==> src/rtl/power_spectrum_framer.sv <==
// Purpose: turns the complex FFT bin stream into the one-sided power spectrum (re^2+im^2)>>POWER_SHIFT.
// Latency: two register stages; a beat accepted in cycle c is presented on the output in cycle c+2.
// Backpressure: one global enable; while the output is valid and not taken, every stage holds and input ready drops.
module power_spectrum_framer #(
   parameter int N_FFT       = 512,
   parameter int POWER_SHIFT = 0
) (
   input  logic        clk_in,
   input  logic        rst_n_in,
   input  logic [31:0] fft_data_in,
   input  logic        fft_valid_in,
   input  logic        fft_last_in,
   output logic        fft_ready_out,
   output logic [31:0] power_data_out,
   output logic        power_valid_out,
   output logic        power_last_out,
   input  logic        power_ready_in,
   input  logic        err_clear_in,
   output logic        frame_error_out,
   output logic [15:0] frame_count_out
);

   localparam int            KW     = $clog2(N_FFT);
   localparam logic [KW-1:0] K_HALF = KW'(N_FFT / 2);
   localparam logic [KW-1:0] K_MAX  = KW'(N_FFT - 1);

   logic              en;
   logic              accept;
   logic              fwd;
   logic signed [31:0] re_x;
   logic signed [31:0] im_x;
   logic [31:0]       re2;
   logic [31:0]       im2;
   logic [31:0]       pwr;

   logic [KW-1:0]     k_q, k_d;
   logic              err_q, err_d;
   logic [15:0]       fcnt_q, fcnt_d;
   logic              s1_vld_q, s1_vld_d;
   logic              s1_last_q, s1_last_d;
   logic [31:0]       s1_re2_q, s1_re2_d;
   logic [31:0]       s1_im2_q, s1_im2_d;
   logic              out_vld_q, out_vld_d;
   logic              out_last_q, out_last_d;
   logic [31:0]       out_dat_q, out_dat_d;

   // A stalled output freezes the whole pipe; ready is held low during reset.
   assign en            = !out_vld_q || power_ready_in;
   assign fft_ready_out = en && rst_n_in;
   assign accept        = fft_valid_in && fft_ready_out;
   assign fwd           = (k_q <= K_HALF);

   // Squares as full signed products; (-32768)^2 = 2^30 still fits, so the 32-bit result is exact.
   always_comb begin
      re_x = {{16{fft_data_in[31]}}, fft_data_in[31:16]};
      im_x = {{16{fft_data_in[15]}}, fft_data_in[15:0]};
      re2  = 32'(re_x * re_x);
      im2  = 32'(im_x * im_x);
      pwr  = (s1_re2_q + s1_im2_q) >> POWER_SHIFT;
   end

   // Bin counter and sticky frame-length error; a set event beats a same-cycle clear.
   always_comb begin
      k_d   = k_q;
      err_d = err_q;
      if (err_clear_in) begin
         err_d = 1'b0;
      end
      if (accept) begin
         if (fft_last_in) begin
            k_d = '0;
            if (k_q != K_MAX) begin
               err_d = 1'b1;
            end
         end else if (k_q == K_MAX) begin
            // Overlong frame: resynchronise so the next beat is bin 0.
            k_d   = '0;
            err_d = 1'b1;
         end else begin
            k_d = k_q + KW'(1);
         end
      end
   end

   // Pipeline stages; upper-half bins become bubbles in S1 rather than being skipped.
   always_comb begin
      s1_vld_d   = s1_vld_q;
      s1_last_d  = s1_last_q;
      s1_re2_d   = s1_re2_q;
      s1_im2_d   = s1_im2_q;
      out_vld_d  = out_vld_q;
      out_last_d = out_last_q;
      out_dat_d  = out_dat_q;
      if (en) begin
         s1_vld_d   = accept && fwd;
         s1_last_d  = fft_last_in || (k_q == K_HALF);
         s1_re2_d   = re2;
         s1_im2_d   = im2;
         out_vld_d  = s1_vld_q;
         out_last_d = s1_vld_q && s1_last_q;
         out_dat_d  = pwr;
      end
   end

   // Completed frames are counted when the last beat is actually taken downstream.
   always_comb begin
      fcnt_d = fcnt_q;
      if (out_vld_q && power_ready_in && out_last_q) begin
         fcnt_d = fcnt_q + 16'd1;
      end
   end

   // State register; asynchronous reset discards anything in flight.
   always_ff @(posedge clk_in or negedge rst_n_in) begin
      if (!rst_n_in) begin
         k_q        <= '0;
         err_q      <= 1'b0;
         fcnt_q     <= '0;
         s1_vld_q   <= 1'b0;
         s1_last_q  <= 1'b0;
         s1_re2_q   <= '0;
         s1_im2_q   <= '0;
         out_vld_q  <= 1'b0;
         out_last_q <= 1'b0;
         out_dat_q  <= '0;
      end else begin
         k_q        <= k_d;
         err_q      <= err_d;
         fcnt_q     <= fcnt_d;
         s1_vld_q   <= s1_vld_d;
         s1_last_q  <= s1_last_d;
         s1_re2_q   <= s1_re2_d;
         s1_im2_q   <= s1_im2_d;
         out_vld_q  <= out_vld_d;
         out_last_q <= out_last_d;
         out_dat_q  <= out_dat_d;
      end
   end

   assign power_data_out  = out_dat_q;
   assign power_valid_out = out_vld_q;
   assign power_last_out  = out_last_q;
   assign frame_error_out = err_q;
   assign frame_count_out = fcnt_q;

endmodule
==> config.mk <==
export PLATFORM = sky130hd
export DESIGN_NAME = power_spectrum_framer
export DESIGN_NICKNAME = d
export VERILOG_FILES = /design/src/rtl/power_spectrum_framer.sv
export SDC_FILE = /design/constraint.sdc
export NUM_CORES = 1
export LEC_CHECK = 0
export BUFFER_PORTS_ARGS = -buffer_cell sky130_fd_sc_hd__clkbuf_2
export CAP_MARGIN = 20
export CELL_PAD_IN_SITES_DETAIL_PLACEMENT = 1
export CELL_PAD_IN_SITES_GLOBAL_PLACEMENT = 2
export CORE_MARGIN = 4
export CORE_UTILIZATION = 35
export CTS_BUF_LIST = sky130_fd_sc_hd__clkbuf_8
export CTS_CLUSTER_SIZE = 25
export DETAILED_ROUTE_END_ITERATION = 10
export HOLD_SLACK_MARGIN = 0.05
export PLACE_DENSITY = 0.82
export SYNTH_ARGS = -nofsm -noshare
export SYNTH_HDL_FRONTEND = slang
export SYNTH_SLANG_ARGS = --single-unit
==> constraint.sdc <==
create_clock -name clk_in -period 6.45 [get_ports clk_in]
set_clock_uncertainty 0.1 [all_clocks]
set_input_delay 0.3225 -clock clk_in [delete_from_list [all_inputs] [get_ports clk_in]]
set_output_delay 0.3225 -clock clk_in [all_outputs]
set_load 0.05 [all_outputs]
==> summary.txt, run 1 <==
Status
  – Status: finished, final reports clean

Detailed routing
  – 1st-iter DRT viols: 613
  – Via/cell ratio: 4.815
  – DRT antenna net count: 0
  – Routed vias: 17240
  – Pre-Repair DR Iteration Count: 4
  – DRC Markers: 0
  – Avg WL per Cell: 16.38 um
  – Routed Wire Length: 58640 um

Clock network
  – Max H-tree Level: 4
  – Clk sink count: 124
  – Clock buffer depth: 2
  – CTS tree: yes
  – Total CTS buffers: 17
  – Clk root buf: clkbuf_8
  – Postcts setup bufs: 0
  – Clock input transition at the sequential cells of the worst setup and hold paths: 80 ps
  – Worst skew pair latency: 460 ps

Timing
  – Fmax: 0.1685 GHz
  – Final worst-path cycle share: 92.01%
  – Slew headroom: 38.25%
  – Max-slew violation count: 0
  – Endpoints failing setup: 0
  – Setup_tns: 0 ps
  – Tightest Pin Transition: 926.3 ps
  – Endpoints failing hold: 0
  – RSZ-0062 raised after global routing: false
  – Min cycle time layout: 5935 ps

Setup path
  – CP max stage delay: 630 ps
  – Flop2flop setup slack: 3250 ps
  – Worst-path cell chain: clkbuf_2 -> inv_1 -> nor2_1 -> fa_1 -> buf_4 -> fa_1 -> buf_4 -> fa_1 -> fa_1 -> fa_1 -> fa_1 -> ha_1 -> inv_1 -> o21bai_1 -> a21oi_1 -> nand4b_1 -> a41oi_1 -> xor2_1 -> a21oi_1
  – Worst Path Arrival: 6130 ps
  – Worst path bufs/invs: 5
  – Type of destination of the critical path: register
  – Worst Setup Path Type: in2reg
  – Worst Path Required: 6650 ps
  – Worst reg-to-reg path cell count: 10
  – Crit path capture: s1_im2_q[28]
  – Most used cell, CP: fa_1
  – Critical path depth: 19
  – Reg2reg start: s1_im2_q[3]
  – CP top delay family: adder cells
  – CP Launch Type: input port
  – Reg2reg end: power_data_out[24]
  – CP startpoint: fft_data_in[3]
  – CP Max Fanout: 7
  – Slowest-stage cell, CP: fa_1

Global route
  – Initial antenna violation count: 1
  – Largest net degree at the start of global routing: 81
  – Grt met3 use: 2.445%
  – Number of global-route vias before repair: 20400
  – First-pass GRT wire length: 99620 um
  – Top Usage Layer GRT: met2
  – Grt ovf: 0
  – Met1 Use GR: 21.04%
  – Total track usage: 17.06%
  – Met2 Track Usage GR: 32.28%

Final layout
  – Most common cell after layout, fill and taps aside: inv_1
  – Layout cells sized above 1: 8.678%
  – Fin nets: 3413
  – Fill count: 7777
  – Antenna diodes: 0
  – Commonest cells after routing, fill and taps aside: 662 x inv_1, 468 x fa_1, 250 x nand2_1, 212 x ha_1, 160 x nor2_1
  – Area Overhead vs Synth: 9.891%

Placement
  – Hpwl dp: 51230 um
  – Final GP Congestion: 0.8694
  – PortBufs: 89

Synth
  – Yosys reg bits: 124
  – Mapped Cells: 2573
  – Avg Inst Size Synth: 9.209 sq um
  – Post-synth ARST share: 100.0%
  – Post-Syn Nets: 3291
  – Synthesized cell area: 23690 sq um
  – EDFF count, synth: 0
  – Synth unique cells: 60
  – Most used DFF post-synth: dfrtp_1
  – Synthesis Warnings: 0
  – Seq/Total Area, Yosys: 13.10%

Floorplanning
  – Std-Cell Rows: 95
  – Die width: 268.2 um
  – Die Footprint: 71920 sq um
  – Die height: 268.2 um
  – IO Count: 90
  – Core box area: 67160 sq um
  – Initial Utilization: 35.28%

Flow run
  – Max_cap viols: 0

Worst hold path
  – Worst Hold Class: in2reg
[synth_stat cells, drive strengths merged (12+ instances only)]
master  count  area [sq um]
a211oi     18         140.1
a21o       24         180.2
a21oi     104         524.3
and2       68         425.4
and3       18         112.6
clkbuf     68         255.2
dfrtp     124          3103
fa        468          9369
ha        212          2653
inv       661          2481
nand2     250         938.4
nand2b     21         131.4
nand3      21         105.1
nor2      160         600.6
nor2b      12         75.07
nor3       17         85.08
o21ai      75         375.4
o21bai     14         105.1
xnor2      80         700.7
xor2       45         394.1
[cells by family (layout without fill, tap and decap cells)]
family | count (synthesis) | count (layout) | share of synthesized area [%]
AO/OA/AOI/OAI | 301 | 301 | 8.148
buffers and inverters | 735 | 870 | 11.64
adder cells (fa/ha/maj) | 680 | 680 | 50.74
XOR/XNOR | 125 | 125 | 4.621
flip-flops | 124 | 124 | 13.10
multiplexers | 5 | 5 | 0.2165
AND/OR/NAND/NOR | 603 | 603 | 11.54
[layout make-up]
type | count | area [sq um] | share of cell area, %
Multi-Input combinational cell | 1714 | 17850 | 68.54
Sequential cell | 124 | 3103 | 11.92
Inverter | 662 | 2485 | 9.543
Timing Repair Buffer | 176 | 1106 | 4.248
Tap cell | 873 | 1092 | 4.195
Clock buffer | 19 | 261.5 | 1.004
Clock inverter | 13 | 142.6 | 0.5478
[what timing repair did]
action,in CTS,in global routing
hold endpoints to repair,57,0
resized for setup,0,0
endpoints found under the setup margin,0,0
hold buffers,2,0
[registers in the layout, indices dropped and copies added, names as in the netlist]
register / cells
k_q: 9
power_valid_out: 1
power_last_out: 1
frame_count_out: 16
s1_re2_q: 31
frame_error_out: 1
s1_vld_q: 1
power_data_out: 32
s1_im2_q: 31
s1_last_q: 1
[layer usage]
metal	up-vias	routed length, um
met5	-	0
met4	0	692
met3	54	1902
met2	186	31040
met1	9009	25000
li1	7992	-
[stage by stage]
step / hold slack, ps / util, % / std cells / setup slack [ps] / area [sq um]
after floorplan: -73.09 / - / 2573 / 406.2 / 23690
after global placement: 317.7 / 38.14 / 3547 / 185.5 / 25610
after detailed placement: 340.3 / 38.14 / 3547 / 27.09 / 25610
after CTS: 76.26 / 38.77 / 3581 / 514.6 / 26040
after global routing: 108.5 / 38.77 / 3581 / 166.1 / 26040
final: 107.1 / 38.77 / 3581 / 515.4 / 26040
[tightest hold or removal path: stages]
cell	delay, ps
clkbuf_2	120
a41oi_1	50
o21ai_0	140
[worst min path at each step]
| stage | slack, ps | cells past startpoint | startpoint | end |
|---|---|---|---|---|
| global route | 110 | 3 | fft_last_in | k_q[8] |
| floorplan | -70 | 0 | rst_n_in | frame_count_out[0] |
| global placement | 320 | 1 | rst_n_in | k_q[5] |
| CTS | 80 | 3 | fft_last_in | k_q[8] |
| finish | 110 | 3 | fft_last_in | s1_last_q |
| detailed placement | 340 | 1 | rst_n_in | k_q[6] |
Power of run 1 is not shown: default switching activity piles up to over one toggle a cycle in this logic, so the estimate is an artifact.
==> inputs of run 2 (changes only) <==
--- a/config.mk
+++ b/config.mk
@@ -5,6 +5,7 @@
 export SDC_FILE = /design/constraint.sdc
 export NUM_CORES = 1
 export LEC_CHECK = 0
+export ABC_AREA = 1
 export BUFFER_PORTS_ARGS = -buffer_cell sky130_fd_sc_hd__clkbuf_2
 export CAP_MARGIN = 20
 export CELL_PAD_IN_SITES_DETAIL_PLACEMENT = 1
@@ -15,7 +16,7 @@
 export CTS_CLUSTER_SIZE = 25
 export DETAILED_ROUTE_END_ITERATION = 10
 export HOLD_SLACK_MARGIN = 0.05
-export PLACE_DENSITY = 0.82
+export PLACE_DENSITY = 0.86
 export SYNTH_ARGS = -nofsm -noshare
 export SYNTH_HDL_FRONTEND = slang
 export SYNTH_SLANG_ARGS = --single-unit
==> run 2 against run 1 <==
  * Utilization is 0.62 points lower
  * Via count rose by 26%
  * Global-route usage up 1.7 points
  * Clock-buffer cell count is 1 lower
  * Critical endpoint is now s1_re2_q[27]
==> summary.txt, run 2 <==
Floorplanning
  – Die Footprint: 80630 sq um (+12%)
  – Die width: 284.0 um (+5.9%)
  – Die height: 284.0 um (+5.9%)
  – Initial Utilization: 35.56% (+0.28 points)
  – Core box area: 74950 sq um (+12%)
  – Std-Cell Rows: 100 (+5.3%)
  – IO Count: 90 (unchanged)

Final layout
  – Design area: 28590 sq um (+9.8%)
  – Most common cell after layout, fill and taps aside: inv_1
  – Layout cells sized above 1: 4.990% (-3.7 points)
  – Antenna diodes: 0 (unchanged)
  – Fill count: 9383 (+21%)
  – Non-filler instance count after layout: 4616 (+29%)
  – Area Overhead vs Synth: 7.286%
  – Commonest cells after routing, fill and taps aside: 1010 x inv_1, 1002 x nand2_1, 468 x fa_1, 212 x ha_1, 174 x nor2_1
  – Max FFs per register: 32 (unchanged)
  – Fin nets: 4352 (+28%)

Synth
  – Synthesized cell area: 26650 sq um (+12%)
  – Post-Syn Nets: 4300 (+31%)
  – Post-synth ARST share: 100.0% (unchanged)
  – Mapped Cells: 3582 (+39%)
  – Avg Inst Size Synth: 7.440 sq um (-19%)
  – Seq/Total Area, Yosys: 11.64% (-1.5 points)
  – Post-synth top cells: 1007 x inv_1, 1002 x nand2_1, 468 x fa_1
  – Most used DFF post-synth: dfrtp_1
  – Count leader, synth: inv_1
  – EDFF count, synth: 0 (unchanged)
  – Synthesis Warnings: 0 (unchanged)
  – Largest area contributor in the netlist: fa_1
  – Top cells by area, synth: fa_1 35%, inv_1 14%, nand2_1 14%, dfrtp_1 12%, ha_1 10%
  – Yosys reg bits: 124 (unchanged)
  – Synth unique cells: 38 (-37%)
  – Yosys top cell area share: 35.15% (-4.4 points)

Clock network
  – Number of instances resized during post-cts repair: 0 (unchanged)
  – Clock input transition at the sequential cells of the worst setup and hold paths: 80 ps (about the same)
  – Max H-tree Level: 4 (unchanged)
  – Clk sink count: 124 (unchanged)
  – Clock buffer depth: 2 (unchanged)
  – CTS tree: yes
  – Total CTS buffers: 17 (unchanged)
  – Clk root buf: clkbuf_8
  – Worst skew pair latency: 470 ps (about the same)

Setup path
  – Most used cell, CP: fa_1
  – CP top delay family: adder cells
  – Worst Path Arrival: 6020 ps (-110 ps)
  – Type of destination of the critical path: register
  – Worst path bufs/invs: 5 (unchanged)
  – CP Launch Type: input port
  – CP max stage delay: 690 ps (+60 ps)
  – Worst Setup Path Type: in2reg
  – Slowest-stage cell, CP: fa_1
  – Worst Path Required: 6710 ps (+60 ps)
  – Worst-path cell chain: clkbuf_2 -> nand2_1 -> fa_1 -> inv_1 -> fa_1 -> inv_1 -> fa_1 -> fa_1 -> fa_1 -> fa_1 -> inv_1 -> ha_1 -> nand2_1 -> nor2_1 -> inv_1 -> nor2_1 -> nand3_1 -> nand3_1 -> nand2_1 -> nand3_1 -> nand2_1
  – CP Max Fanout: 17 (+10)

Global route
  – First-pass GRT wire length: 123400 um (+24%)
  – Total track usage: 18.72% (+1.7 points)
  – Initial antenna violation count: 0 (-1)
  – Grt ovf: 0 (unchanged)
  – Largest net degree at the start of global routing: 67 (-17%)
  – Number of global-route vias before repair: 23860 (+17%)

Placement
  – Pre-CTS WS: 199.1 ps (+172.0 ps)
  – Hpwl dp: 64650 um (+26%)
  – PortBufs: 89 (unchanged)
  – Final GP Congestion: 0.8640 (-0.62%)
  – Post-place instance area: 28180 sq um (+10%)
  – Placed cells: 4581 (+29%)

Detailed routing
  – Avg WL per Cell: 15.97 um (-2.5%)
  – Pre-Repair DR Iteration Count: 5 (+1)
  – Routed vias: 21650 (+26%)
  – 1st-iter DRT viols: 852 (+39%)
  – DRT antenna net count: 0 (unchanged)
  – DRC Markers: 0 (unchanged)
  – Via/cell ratio: 4.690 (-2.6%)
  – Routed Wire Length: 73720 um (+26%)

Timing
  – Endpoints failing hold: 0 (unchanged)
  – Fmax: 0.1734 GHz (+2.9%)
  – Tightest Pin Transition: 826.5 ps (-99.79 ps)
  – Min cycle time layout: 5767 ps (-167.4 ps)
  – Max-slew violation count: 0 (unchanged)
  – Endpoints failing setup: 0 (unchanged)
  – RSZ-0062 raised after global routing: false
  – Setup_tns: 0 ps (unchanged)
  – Final worst-path cycle share: 89.41% (-2.6 points)
  – Final worst slack: 682.8 ps (+167.4 ps)
  – Slew headroom: 44.90% (+6.7 points)

Worst hold path
  – Worst Hold Class: in2reg

Status
  – Status: finished, final reports clean

Flow run
  – Max_cap viols: 0 (unchanged)
-- run 2: changes by cell type after synthesis, moves of 19 or more --
cell      before   now
nand2b_1      21     0
nand2_1      250  1002
inv_1        661  1007
nand3_1       21   171
o21ai_0       73    39
and2_1        68     2
xnor2_1       80    19
a21o_1        24     5
nand4_1       10    44
-- run 2: worst paths after layout --
path | cells past startpoint | slack [ps] | endpoint | from
worst max-delay path | 21 | 680 | s1_re2_q[27] | fft_data_in[18]
worst min-delay path | 3 | 100 | frame_count_out[2] | power_ready_in
worst max register to register | 7 | 3710 | power_data_out[30] | power_valid_out
worst min register to register | 2 | 380 | power_data_out[8] | power_data_out[8]
max in group asynchronous | 3 | 4680 | power_data_out[2] | rst_n_in
min in group asynchronous | 2 | 300 | power_data_out[15] | rst_n_in
-- run 2: cells by family after synthesis --
group,Yosys count,synth area share (%)
and+or+nand+nor,1468,22.68
buffers and inverters,1096,15.48
DFF,124,11.64
AOI/OAI and AO/OA,166,3.507
adders and majority gates,680,45.11
muxes,1,0.04225
xor gates and xnor gates,47,1.545
-- run 2: tightest hold or removal path, delay by kind of cell --
family | cells | cell delay, ps
xor gates and xnor gates | 1 | 60
and+or+nand+nor | 1 | 120
buffers and inverters | 1 | 130
-- run 2: area by class of cell --
| class | instances | area [sq um] | area share (%) |
|---|---|---|---|
| sequential | 124 | 3103 | 10.85 |
| tap | 969 | 1212 | 4.240 |
| inverter | 1011 | 3795 | 13.27 |
| multi-input combinational | 2362 | 19430 | 67.94 |
| timing repair buffer | 118 | 676.9 | 2.367 |
| clock inverter | 14 | 131.4 | 0.4595 |
| clock buffer | 18 | 247.7 | 0.8664 |
-- run 2: per-stage QoR --
| step | utilization, % | hold WS [ps] |
|---|---|---|
| after global routing | 38.15 | 99.62 |
| after CTS | 38.15 | 64.02 |
| after global placement | 37.61 | 255.6 |
| final | 38.15 | 102.5 |
| after floorplan | - | -73.09 |
| after detailed placement | 37.61 | 257.7 |
-- run 2: per-layer routing --
metal  vias to the layer above  global-route usage, %  share of wire, %
li1                      10530                      -                 -
met1                     10870                  24.59                46
met2                       214                  34.71                51
met5                         -                      0                 0
met3                        38                  1.341               1.9
met4                         0                  2.357              0.81
-- run 2: timing repair --
action,in CTS,in global routing
setup buffers,0,0
endpoints found under the hold margin,62,0
hold buffers,3,0
setup endpoints to repair,0,0
Power of run 2 is left out for the same reason.
